===== src/rtl/motor_pkg.sv =====
// ---------------------------------------------------------------------------
// motor_pkg
// Shared types and constants for the wheel motor path (speed ramp, MotorDriver,
// bluetooth_wrapper).
//   MOTOR_SPEED_W : default width of a signed wheel speed
//   SPEED_MAX     : largest representable forward speed magnitude
//   speed_t       : signed wheel speed
//   ramp_state_e  : speed ramp controller states
//   cnt_width()   : bit width needed for a counter holding 0..n
// ---------------------------------------------------------------------------
package motor_pkg;

    localparam int MOTOR_SPEED_W = 10;
    localparam int SPEED_MAX     = (1 << (MOTOR_SPEED_W - 1)) - 1;

    typedef logic signed [MOTOR_SPEED_W-1:0] speed_t;

    typedef enum logic [1:0] {
        IDLE,
        SETTLE,
        RUN,
        STOPPING
    } ramp_state_e;

    // Never returns 0 so a degenerate counter still has a legal declaration.
    function automatic int cnt_width(input int n);
        return (n > 0) ? $clog2(n + 1) : 1;
    endfunction

endpackage


===== src/rtl/tick_prescaler.sv =====
// ---------------------------------------------------------------------------
// tick_prescaler
// Free-running divider producing a one-cycle update tick every TICK_DIV clocks.
// The count runs 0..TICK_DIV-1 and tick is high while the count sits at
// TICK_DIV-1, after which it wraps to 0.
//   clock : system clock, rising edge
//   reset : synchronous, active-high; count returns to 0
//   tick  : one-cycle strobe, once per TICK_DIV cycles
// ---------------------------------------------------------------------------
module tick_prescaler
    import motor_pkg::*;
#(
    parameter int TICK_DIV = 100000
) (
    input  logic clock,
    input  logic reset,
    output logic tick
);

    localparam int              CW   = cnt_width(TICK_DIV - 1);
    localparam logic [CW-1:0]   LAST = CW'(TICK_DIV - 1);

    logic [CW-1:0] count_q;
    logic [CW-1:0] count_d;

    always_comb begin
        count_d = (count_q == LAST) ? '0 : count_q + CW'(1);
    end

    always_ff @(posedge clock) begin
        if (reset) begin
            count_q <= '0;
        end else begin
            count_q <= count_d;
        end
    end

    assign tick = (count_q == LAST);

endmodule


===== src/rtl/motor_speed_ramp.sv =====
// ---------------------------------------------------------------------------
// motor_speed_ramp
// Acceleration-limited command stage feeding one MotorDriver. Slews a signed
// current speed toward the setpoint by at most ACCEL_STEP per update tick, and
// forces stop -> direction settle -> restart whenever the direction reverses,
// so the stepper never sees a speed jump or a live direction flip.
//
// Ports
//   clock     : system clock, rising edge
//   reset     : synchronous, active-high
//   cmd_valid : one-cycle strobe, cmd_speed is a new setpoint
//   cmd_speed : signed setpoint, sign = direction (+ = forward)
//   run_req   : 1 = motor enabled, 0 = controlled stop then disable
//   speed_out : |current speed| to MotorDriver.speed (never negative)
//   dir_out   : 1 = forward, 0 = reverse, to MotorDriver.dir_in
//   motor_on  : to MotorDriver.run_en
//   at_target : current speed equals the effective target while running
//   timeout   : watchdog fired, sticky until the next cmd_valid
//
// Build option
//   MOTOR_RAMP_WATCHDOG_EN : when defined, a tick counter cleared by each
//   cmd_valid forces the target to 0 after TIMEOUT_TICKS ticks without a new
//   command and raises timeout. When undefined the target is held forever and
//   timeout is tied low.
// ---------------------------------------------------------------------------
module motor_speed_ramp
    import motor_pkg::*;
#(
    parameter int SPEED_W       = MOTOR_SPEED_W,
    parameter int TICK_DIV      = 100000,
    parameter int ACCEL_STEP    = 4,
    parameter int DIR_SETTLE    = 2,
    parameter int TIMEOUT_TICKS = 500
) (
    input  logic                      clock,
    input  logic                      reset,
    input  logic                      cmd_valid,
    input  logic signed [SPEED_W-1:0] cmd_speed,
    input  logic                      run_req,
    output logic signed [SPEED_W-1:0] speed_out,
    output logic                      dir_out,
    output logic                      motor_on,
    output logic                      at_target,
    output logic                      timeout
);

    localparam int MSB = SPEED_W - 1;
    localparam int XW  = SPEED_W + 2;

    // Settle and watchdog counters share one width.
    localparam int CNT_W = cnt_width((DIR_SETTLE > TIMEOUT_TICKS) ? DIR_SETTLE : TIMEOUT_TICKS);

    localparam logic signed [XW-1:0]      STEP_X      = XW'(ACCEL_STEP);
    localparam logic signed [SPEED_W-1:0] STEP_S      = SPEED_W'(ACCEL_STEP);
    localparam logic signed [SPEED_W-1:0] NEG_FULL    = {1'b1, {(SPEED_W - 1){1'b0}}};
    localparam logic signed [SPEED_W-1:0] NEG_SAT     = {1'b1, {(SPEED_W - 2){1'b0}}, 1'b1};
    localparam logic [CNT_W-1:0]          SETTLE_LOAD = CNT_W'(DIR_SETTLE);

    logic tick;

    ramp_state_e               state_q, state_d;
    logic signed [SPEED_W-1:0] cur_q, cur_d;
    logic signed [SPEED_W-1:0] target_q, target_d;
    logic [CNT_W-1:0]          settle_q, settle_d;
    logic                      dir_q, dir_d;

    logic signed [SPEED_W-1:0] speed_out_q, speed_out_d;
    logic                      dir_out_q, dir_out_d;
    logic                      motor_on_q, motor_on_d;
    logic                      at_target_q, at_target_d;

    logic signed [SPEED_W-1:0] eff_target;
    logic signed [SPEED_W-1:0] slew_goal;
    logic signed [SPEED_W-1:0] slew_next;
    logic signed [XW-1:0]      slew_diff;
    logic signed [SPEED_W-1:0] cmd_sat;

`ifdef MOTOR_RAMP_WATCHDOG_EN
    localparam logic [CNT_W-1:0] WD_LIMIT = CNT_W'(TIMEOUT_TICKS);

    logic [CNT_W-1:0] wd_q, wd_d;
    logic             timeout_q, timeout_d;
`endif

    tick_prescaler #(
        .TICK_DIV (TICK_DIV)
    ) u_tick (
        .clock (clock),
        .reset (reset),
        .tick  (tick)
    );

    // Slew goal: head for zero when stopping, when there is no target, when
    // the current speed points the wrong way, or when standing still with a
    // target whose direction does not match dir_q (a settle must come first).
    // Otherwise head for the target. The step is clamped so it lands exactly
    // on the goal instead of overshooting it.
    always_comb begin
        eff_target = run_req ? target_q : '0;
        if (state_q == STOPPING || eff_target == '0 ||
            (cur_q != '0 && cur_q[MSB] != eff_target[MSB]) ||
            (cur_q == '0 && eff_target[MSB] == dir_q)) begin
            slew_goal = '0;
        end else begin
            slew_goal = eff_target;
        end
        slew_diff = {{2{slew_goal[MSB]}}, slew_goal} - {{2{cur_q[MSB]}}, cur_q};
        if (slew_diff > STEP_X) begin
            slew_next = cur_q + STEP_S;
        end else if (slew_diff < -STEP_X) begin
            slew_next = cur_q - STEP_S;
        end else begin
            slew_next = slew_goal;
        end
    end

    // Controller FSM. Direction is only ever changed on entry to SETTLE, and
    // every path into SETTLE requires the current speed to already be 0.
    always_comb begin
        state_d  = state_q;
        cur_d    = cur_q;
        settle_d = settle_q;
        dir_d    = dir_q;
        case (state_q)
            IDLE: begin
                if (run_req && target_q != '0) begin
                    state_d  = SETTLE;
                    dir_d    = ~target_q[MSB];
                    settle_d = SETTLE_LOAD;
                end
            end
            SETTLE: begin
                if (!run_req) begin
                    state_d = IDLE;
                end else if (tick) begin
                    settle_d = settle_q - CNT_W'(1);
                    if (settle_q == CNT_W'(1)) begin
                        state_d = RUN;
                    end
                end
            end
            RUN: begin
                if (tick) begin
                    cur_d = slew_next;
                end
                if (!run_req) begin
                    state_d = STOPPING;
                end else if (cur_q == '0 && target_q != '0 && target_q[MSB] == dir_q) begin
                    state_d  = SETTLE;
                    dir_d    = ~dir_q;
                    settle_d = SETTLE_LOAD;
                end
            end
            STOPPING: begin
                if (tick) begin
                    cur_d = slew_next;
                end
                if (cur_q == '0) begin
                    if (run_req && target_q != '0) begin
                        state_d  = SETTLE;
                        dir_d    = ~target_q[MSB];
                        settle_d = SETTLE_LOAD;
                    end else begin
                        state_d = IDLE;
                    end
                end
            end
            default: begin
                state_d = IDLE;
            end
        endcase
    end

    // Setpoint capture. The most negative code has no positive twin, so it is
    // pulled in by one to keep |speed| representable. The optional watchdog
    // drops the target to 0 after a run of ticks with no fresh command.
    always_comb begin
        cmd_sat  = (cmd_speed == NEG_FULL) ? NEG_SAT : cmd_speed;
        target_d = cmd_valid ? cmd_sat : target_q;
`ifdef MOTOR_RAMP_WATCHDOG_EN
        wd_d      = wd_q;
        timeout_d = timeout_q;
        if (cmd_valid) begin
            wd_d      = '0;
            timeout_d = 1'b0;
        end else if (tick && wd_q != WD_LIMIT) begin
            wd_d = wd_q + CNT_W'(1);
            if (wd_d == WD_LIMIT) begin
                target_d  = '0;
                timeout_d = 1'b1;
            end
        end
`endif
    end

    // Outputs are a registered view of the controller, one cycle behind it.
    always_comb begin
        speed_out_d = cur_q[MSB] ? -cur_q : cur_q;
        dir_out_d   = dir_q;
        motor_on_d  = (state_q != IDLE);
        at_target_d = (state_q == RUN) && (cur_q == eff_target);
    end

    // A reset mid-ramp releases the motor at once; there is no ramp-down.
    always_ff @(posedge clock) begin
        if (reset) begin
            state_q     <= IDLE;
            cur_q       <= '0;
            target_q    <= '0;
            settle_q    <= '0;
            dir_q       <= 1'b1;
            speed_out_q <= '0;
            dir_out_q   <= 1'b1;
            motor_on_q  <= 1'b0;
            at_target_q <= 1'b0;
`ifdef MOTOR_RAMP_WATCHDOG_EN
            wd_q        <= '0;
            timeout_q   <= 1'b0;
`endif
        end else begin
            state_q     <= state_d;
            cur_q       <= cur_d;
            target_q    <= target_d;
            settle_q    <= settle_d;
            dir_q       <= dir_d;
            speed_out_q <= speed_out_d;
            dir_out_q   <= dir_out_d;
            motor_on_q  <= motor_on_d;
            at_target_q <= at_target_d;
`ifdef MOTOR_RAMP_WATCHDOG_EN
            wd_q        <= wd_d;
            timeout_q   <= timeout_d;
`endif
        end
    end

    assign speed_out = speed_out_q;
    assign dir_out   = dir_out_q;
    assign motor_on  = motor_on_q;
    assign at_target = at_target_q;
`ifdef MOTOR_RAMP_WATCHDOG_EN
    assign timeout   = timeout_q;
`else
    assign timeout   = 1'b0;
`endif

endmodule

===== config.mk =====
export PLATFORM = sky130hd
export DESIGN_NAME = motor_speed_ramp
export DESIGN_NICKNAME = d
export VERILOG_FILES = /design/src/rtl/motor_pkg.sv /design/src/rtl/tick_prescaler.sv /design/src/rtl/motor_speed_ramp.sv
export SDC_FILE = /design/constraint.sdc
export NUM_CORES = 1
export LEC_CHECK = 0
export ABC_CLOCK_PERIOD_IN_PS = 4250
export CAP_MARGIN = 20
export CORE_ASPECT_RATIO = 1.4
export CORE_UTILIZATION = 54
export DETAILED_ROUTE_END_ITERATION = 12
export MAX_ROUTING_LAYER = met4
export PLACE_DENSITY = 0.74
export SETUP_SLACK_MARGIN = 0.4
export SLEW_MARGIN = 20
export SYNTH_ARGS = -nofsm -noshare
export SYNTH_HDL_FRONTEND = slang
export SYNTH_HIERARCHICAL = 1
export SYNTH_SLANG_ARGS = --single-unit

===== constraint.sdc =====
create_clock -name clock -period 4.25 [get_ports clock]
set_input_delay 0.85 -clock clock [delete_from_list [all_inputs] [get_ports clock]]
set_output_delay 0.85 -clock clock [all_outputs]
set_load 0.05 [all_outputs]

Word-level counts from Yosys, hierarchy flattened
Index checks and enable logic that the tools add are counted.
{ "op_classes": {"addsub": 6, "reduce_logical": 23, "muxes": 27, "n_bitwise": 3, "n_lt_le_gt_ge": 2, "n_eq_ne": 19} }
{ "ops": {"columns": ["op", "count"], "rows": [
  ["two-way mux 9 bit", 7],
  ["two-way mux 10 bit", 5],
  ["case mux 9 bit (4 select lines)", 1],
  ["logical NOT 10 bit", 2],
  ["nonzero test 10 bit", 2],
  ["adder 17 x 1 -> 17 bit (second input constant)", 1],
  ["equality test 17 bit (second input constant)", 1],
  ["two-way mux 2 bit", 7],
  ["greater-than comparator 11 x 4 -> 1 bit (second input constant)", 1],
  ["less-than comparator 11 x 3 -> 1 bit (second input constant)", 1],
  ["subtractor 10 x 10 -> 11 bit", 1],
  ["adder 10 x 4 -> 10 bit (second input constant)", 1],
  ["equality test 10 bit", 1],
  ["equality test 10 bit (second input constant)", 1],
  ["!= test 2 bit (second input constant)", 5],
  ["negation 10 bit", 1],
  ["AND reduction 5 bit", 2],
  ["subtractor 10 x 4 -> 10 bit (second input constant)", 1],
  ["equality test 9 x 1 -> 1 bit (second input constant)", 1],
  ["!= test 3 bit (second input constant)", 3],
  ["subtractor 9 x 1 -> 9 bit (second input constant)", 1],
  ["case mux 2 bit (4 select lines)", 1],
  ["logical AND 1 bit", 6],
  ["OR reduction 2 bit", 3],
  ["14 further kinds", 24]
]} }
{ "word_totals": {"regBits": 62, "inputBits": 14, "output_inout_bits": 14, "elab_cells": 91} }

Logic depth before layout (Yosys ltp)
{ "logic_depth": {"ltp_word": 10, "mapped_depth": 18, "mapped_depth_nobuf": 17} }

Cells and area by module
Netlist, hierarchy kept.
{ "modules_own_cells": {"columns": ["mod", "cells_per_inst", "seq_area_each_um2", "instances", "area_per_inst_um2"], "rows": [
  ["motor_speed_ramp", 421, 900.9, 1, 3286.9],
  ["tick_prescaler", 88, 340.3, 1, 797.0]
]} }

Worst setup path after synthesis
Ideal clock, no wire load.
{ "synth_path": {"path_type": "input -> register", "startpoint": "in run_req", "endpoint": "reg cur_q[0]", "setup_slack_ns": 0.085, "stages": 15, "t_required_ns": 4.127, "arrival_ns": 4.042, "setup_time_ns": 0.123, "path_buffers": 1, "path_cell_list": "clkbuf_1 nand2_1 xor2_1 a211oi_2 nand2_1 ha_1 fa_1 and2b_1 o31ai_1 a311oi_1 nand3_1 a2111o_1 mux2i_4 nand2_1 mux2_1"} }
{ "synth_via": {"elab_chain_cells": 10, "elab_cells_between_ends": 15, "cone_classes": "1 x add/sub; 2 x order compare; 2 x eq/ne; 4 x mux; 6 x reduce/logical"} }
{ "synth_lines": {"columns": ["item", "line", "text"], "rows": [
  ["start, declared", "motor_speed_ramp.sv:39", "input logic run_req,"],
  ["two-way mux 10 bit *", "motor_speed_ramp.sv:99", "eff_target = run_req ? target_q : '0;"],
  ["logical NOT 10 bit or != test 1 bit (tied branches)", "motor_speed_ramp.sv:100, motor_speed_ramp.sv:101", null],
  ["logical OR 1 bit or logical AND 1 bit (tied branches)", "motor_speed_ramp.sv:100, motor_speed_ramp.sv:101", null],
  ["logical OR 1 bit", "motor_speed_ramp.sv:100", "if (state_q == STOPPING || eff_target == '0 ||"],
  ["logical OR 1 bit", "motor_speed_ramp.sv:101", "(cur_q != '0 && cur_q[MSB] != eff_target[MSB]) ||"],
  ["two-way mux 10 bit *", "motor_speed_ramp.sv:100", null],
  ["subtractor 10 x 10 -> 11 bit", "motor_speed_ramp.sv:107", "slew_diff = {{2{slew_goal[MSB]}}, slew_goal} - {{2{cur_q[MSB]}}, cur_q};"],
  ["less-than comparator 11 x 3 -> 1 bit", "motor_speed_ramp.sv:110", "end else if (slew_diff < -STEP_X) begin"],
  ["two-way mux 10 bit", "motor_speed_ramp.sv:110", null],
  ["two-way mux 10 bit *", "motor_speed_ramp.sv:108", "if (slew_diff > STEP_X) begin"],
  ["end signal, assigned", "motor_speed_ramp.sv:222", "cur_q <= cur_d;"],
  ["end, declared", "motor_speed_ramp.sv:62", "logic signed [SPEED_W-1:0] cur_q, cur_d;"]
]} }
Every way passes the cells marked *; elsewhere a longest branch is shown, timed or not.
A chain may end at the register's enable or synchronous reset.

Final worst setup path
{ "layout_path": {"startpoint": "reg cur_q[3]", "endpoint": "reg cur_q[0]"} }
{ "layout_via": {"elab_chain_cells": 9, "elab_cells_between_ends": 12, "cone_classes": "1 x add/sub; 2 x order compare; 3 x mux; 6 x reduce/logical"} }
{ "layout_lines": {"columns": ["item", "line"], "rows": [
  ["nonzero test 10 bit", "motor_speed_ramp.sv:101"],
  ["logical AND 1 bit", "motor_speed_ramp.sv:101"],
  ["logical OR 1 bit", "motor_speed_ramp.sv:100"],
  ["logical OR 1 bit", "motor_speed_ramp.sv:101"],
  ["two-way mux 10 bit", "motor_speed_ramp.sv:100"],
  ["subtractor 10 x 10 -> 11 bit", "motor_speed_ramp.sv:107"],
  ["less-than comparator 11 x 3 -> 1 bit", "motor_speed_ramp.sv:110"],
  ["two-way mux 10 bit", "motor_speed_ramp.sv:110"],
  ["two-way mux 10 bit *", "motor_speed_ramp.sv:108"]
]} }
Marked as above.

==> flow_metrics.py <==
metrics = {
    "route": {
        "drt_drc_violations_left": 0,
        "drt_first_iter_violations": 369,
        "routed-wl-met2_microns": 5900,
        "wl_met1_microns": 4690,
        "top_layer": "met4",
        "vias": 4164,
        "drt-total-wl_microns": 11600,
        "post_drt_wl_per_cell_microns": 16.8,
        "drtPass1Iterations": 6,
        "ant_nets": 0,
        "vias_per_cell": 6.03,
        "met3WireLength_microns": 563,
    },
    "power": {
        "leakagePower_nw": 2.06,
        "pwr_density_cell_nw_per_um2": 283,
        "peakVddDrop_mv": 0.173,
    },
    "yosys": {
        "syn-num-nets": 540,
        "synth_area_leaders": "dfxtp_1, xnor2_1, nor2_1",
        "yosysSeqAreaShare_pct": 30.4,
        "postSynthAreaPerCell_sq_um": 8.02,
        "postSynthCellCount": 509,
        "async_flop_share_pct": 0,
        "synth-edff-count": 0,
        "synth_top_area_share_pct": 30.4,
        "synth_top_area_cell": "dfxtp_1",
        "yosys_warnings": 6,
        "ys_ff_latch": 62,
        "syn_area_sq_um": 4080,
        "ys.flop_type": "dfxtp_1",
        "synth_cell_types": 73,
    },
    "worst_setup_path": {
        "crit_slowest_cell": "a2111o_1",
        "critPathKind": "flip-flop to flip-flop",
        "crit_path_start_kind": "flip-flop",
        "max_stage_delay_ns": 0.38,
        "cp.required_ns": 4.48,
        "critPathArrivalTime_ns": 4.34,
        "path_common_cell": "ha_4",
        "crit_family": "compound AO/OA/AOI/OAI gates",
        "worst-path-buf-inv": 2,
        "crit_path_cell_trace": "inv_2 > ha_4 > and3b_2 > a31oi_4 > xor2_1 > a211oi_2 > buf_4 > nand2_4 > ha_4 > fa_2 > and2b_2 > o31ai_4 > a311oi_2 > nand3_1 > a2111o_1 > mux2i_4 > nand2_2 > mux2_4",
        "cp-end-kind": "flip-flop",
        "worstPathMaxFanout": 5,
    },
    "timing": {
        "fmax_ghz": 0.244,
        "drv_slew": 0,
        "fin_skew_ns": 0.0125,
        "slew-limit-headroom_pct": 31.9,
        "rsz0062_at_grt": "true",
        "tightest_slew_ns": 1.02,
        "setup_viol": 0,
        "whs_ns": 0.464,
        "post-route-period-util_pct": 96.6,
        "hold_viol": 0,
        "period_needed_ns": 4.10,
    },
    "clock_tree": {
        "path_clk_slew_ns": 0.06,
        "cts_htree_levels": 3,
        "clock_path_buffers": 2,
        "tritoncts": "built",
        "cts_buffers": 9,
        "root_buffer": "clkbuf_8",
        "holdBufCountCts": 0,
        "numClockSinks": 62,
        "worstSkewPairLatency_ns": 0.36,
    },
    "floorplan": {
        "die_h_microns": 105,
        "core_sq_um": 7310,
        "initial_core_util_pct": 55.8,
        "die-area_sq_um": 7920,
        "die_w_microns": 75.5,
        "ioPinCount": 28,
        "row_count": 37,
    },
    "placed_design": {
        "placedCellCount": 659,
        "place.gp.congestion": 0.918,
        "numPortBuffers": 26,
        "placed_area_sq_um": 4780,
        "dp_hpwl_microns": 8010,
    },
    "final_layout": {
        "stdcell_area_sq_um": 5320,
        "diodes": 0,
        "finalNonFillerCells": 691,
        "area_delta_synth_final_pct": 30.3,
        "layout-drive-gt1-share_pct": 24.6,
        "fin_nets": 621,
    },
    "global_routing": {
        "grt_max_degree": 25,
        "grt_pass1_vias": 3907,
        "antenna_found_initial": 0,
        "overflow": 0,
        "grt_first_pass_wirelength_microns": 18500,
        "grt_usage_pct": 31.5,
    },
    "worst_hold_path": {
        "hold_path.class": "flip-flop to flip-flop",
    },
    "job": {
        "cap_viol_max_count": 0,
    },
    "outcome": {
        "outcome": "finished clean",
    },
}
## stage by stage
stage / TNS [ns] / util, % / power (W) / worst slack [ns]
finish: 0 / 72.8 / 0.00151 / 0.146
global route: 0 / 72.8 / 0.00157 / 0.0782
CTS: 0 / 71.4 / 0.00148 / 0.306
detailed placement: -3.52 / 65.4 / 0.000979 / -0.427
global placement: -2.85 / 65.4 / 0.000970 / -0.354
floorplan: 0 / - / 0.000887 / 0.240
## synthesized netlist by cell type (all sizes together), types with 3 or more instances
library cell and n:
a211o 4, a211oi 6, a21oi 19, a31o 3
a31oi 9, a32oi 6, and2 11, and3 3
and4 3, buf 11, clkbuf 17, dfxtp 62
ha 16, inv 19, mux2i 13, nand2 44
nand2b 4, nand3 26, nand3b 4, nand4 5
nor2 63, nor2b 4, nor3 15, nor4 11
o211ai 10, o21ai 25, o31ai 10, or3 4
or4 6, xnor2 30, xor2 13
## layout make-up
| cell class | instances | area [sq um] |
|---|---|---|
| Sequential cell | 62 | 1250 |
| Fill cell | 569 | 1990 |
| Multi-Input combinational cell | 398 | 2890 |
| Timing Repair Buffer | 98 | 816 |
| Tap cell | 97 | 121 |
| Clock inverter | 1 | 5.00 |
| Clock buffer | 14 | 163 |
| Inverter | 21 | 78.8 |
## registers in the layout (all words and copies together), names as in the netlist
register        cells
at_target           1
dir_out_d           1
u_tick/count_q     17
target_q           10
state_q             2
cur_q              10
settle_q            9
speed_out          10
dir_out             1
motor_on            1
## final timing paths
kind,start,endpoint,slack (ns),cells after the start
max,cur_q[3],cur_q[0],0.15,18
min,u_tick/count_q[0],u_tick/count_q[0],0.46,1
max reg2reg,cur_q[3],cur_q[0],0.15,18
min reg2reg,u_tick/count_q[0],u_tick/count_q[0],0.46,1
## routing by layer
metal	global-route usage (%)	vias to the layer above
li1	-	1986
met1	36.2	1978
met2	50.8	157
met3	5.79	43
met4	16.1	0
met5	-	-
## kinds of logic after synthesis
group / count (synthesis) / share of synthesized area (%)
compound gates: 109 / 19.4
xor+xnor: 43 / 9.22
fa+ha+maj: 17 / 5.39
buf+inv: 49 / 5.12
flops: 62 / 30.4
mux: 14 / 3.77
other cells: 1 / 0.0918
simple gates: 214 / 26.7
## cell usage in the layout, fill, tap and decap left out, types with 9 or more instances in the layout
cell type        Yosys  final
a21oi_1             17     14
and2_1              11      9
buf_4                1     68
clkbuf_8             0     11
clkdlybuf4s50_1      0     25
dfxtp_1             62     57
ha_1                16     10
inv_1               18     14
mux2i_1             12     12
nand2_1             44     41
nand3_1             25     23
nor2_1              63     63
nor3_1              14     14
nor4_1              11      9
o211ai_1            10     10
o21ai_0             21     18
xnor2_1             30     29
xor2_1              13     13
## power by group
group / total, W / switching (W) / internal (W) / leakage [nW]
Sequential: 0.000630 / 0.0000268 / 0.000604 / 0.506
Clock: 0.000463 / 0.000223 / 0.000240 / 0.0865
Combinational: 0.000412 / 0.000216 / 0.000196 / 1.47
Total: 0.00151 / 0.000466 / 0.00104 / 2.06
## what timing repair did
item,4_1_cts,5_1_grt
pin swaps,19,10
setup buffers,10,6
resized for setup,43,9
gates cloned,1,0
setup endpoints to repair,10,10
(Power assumes the default switching activity.)
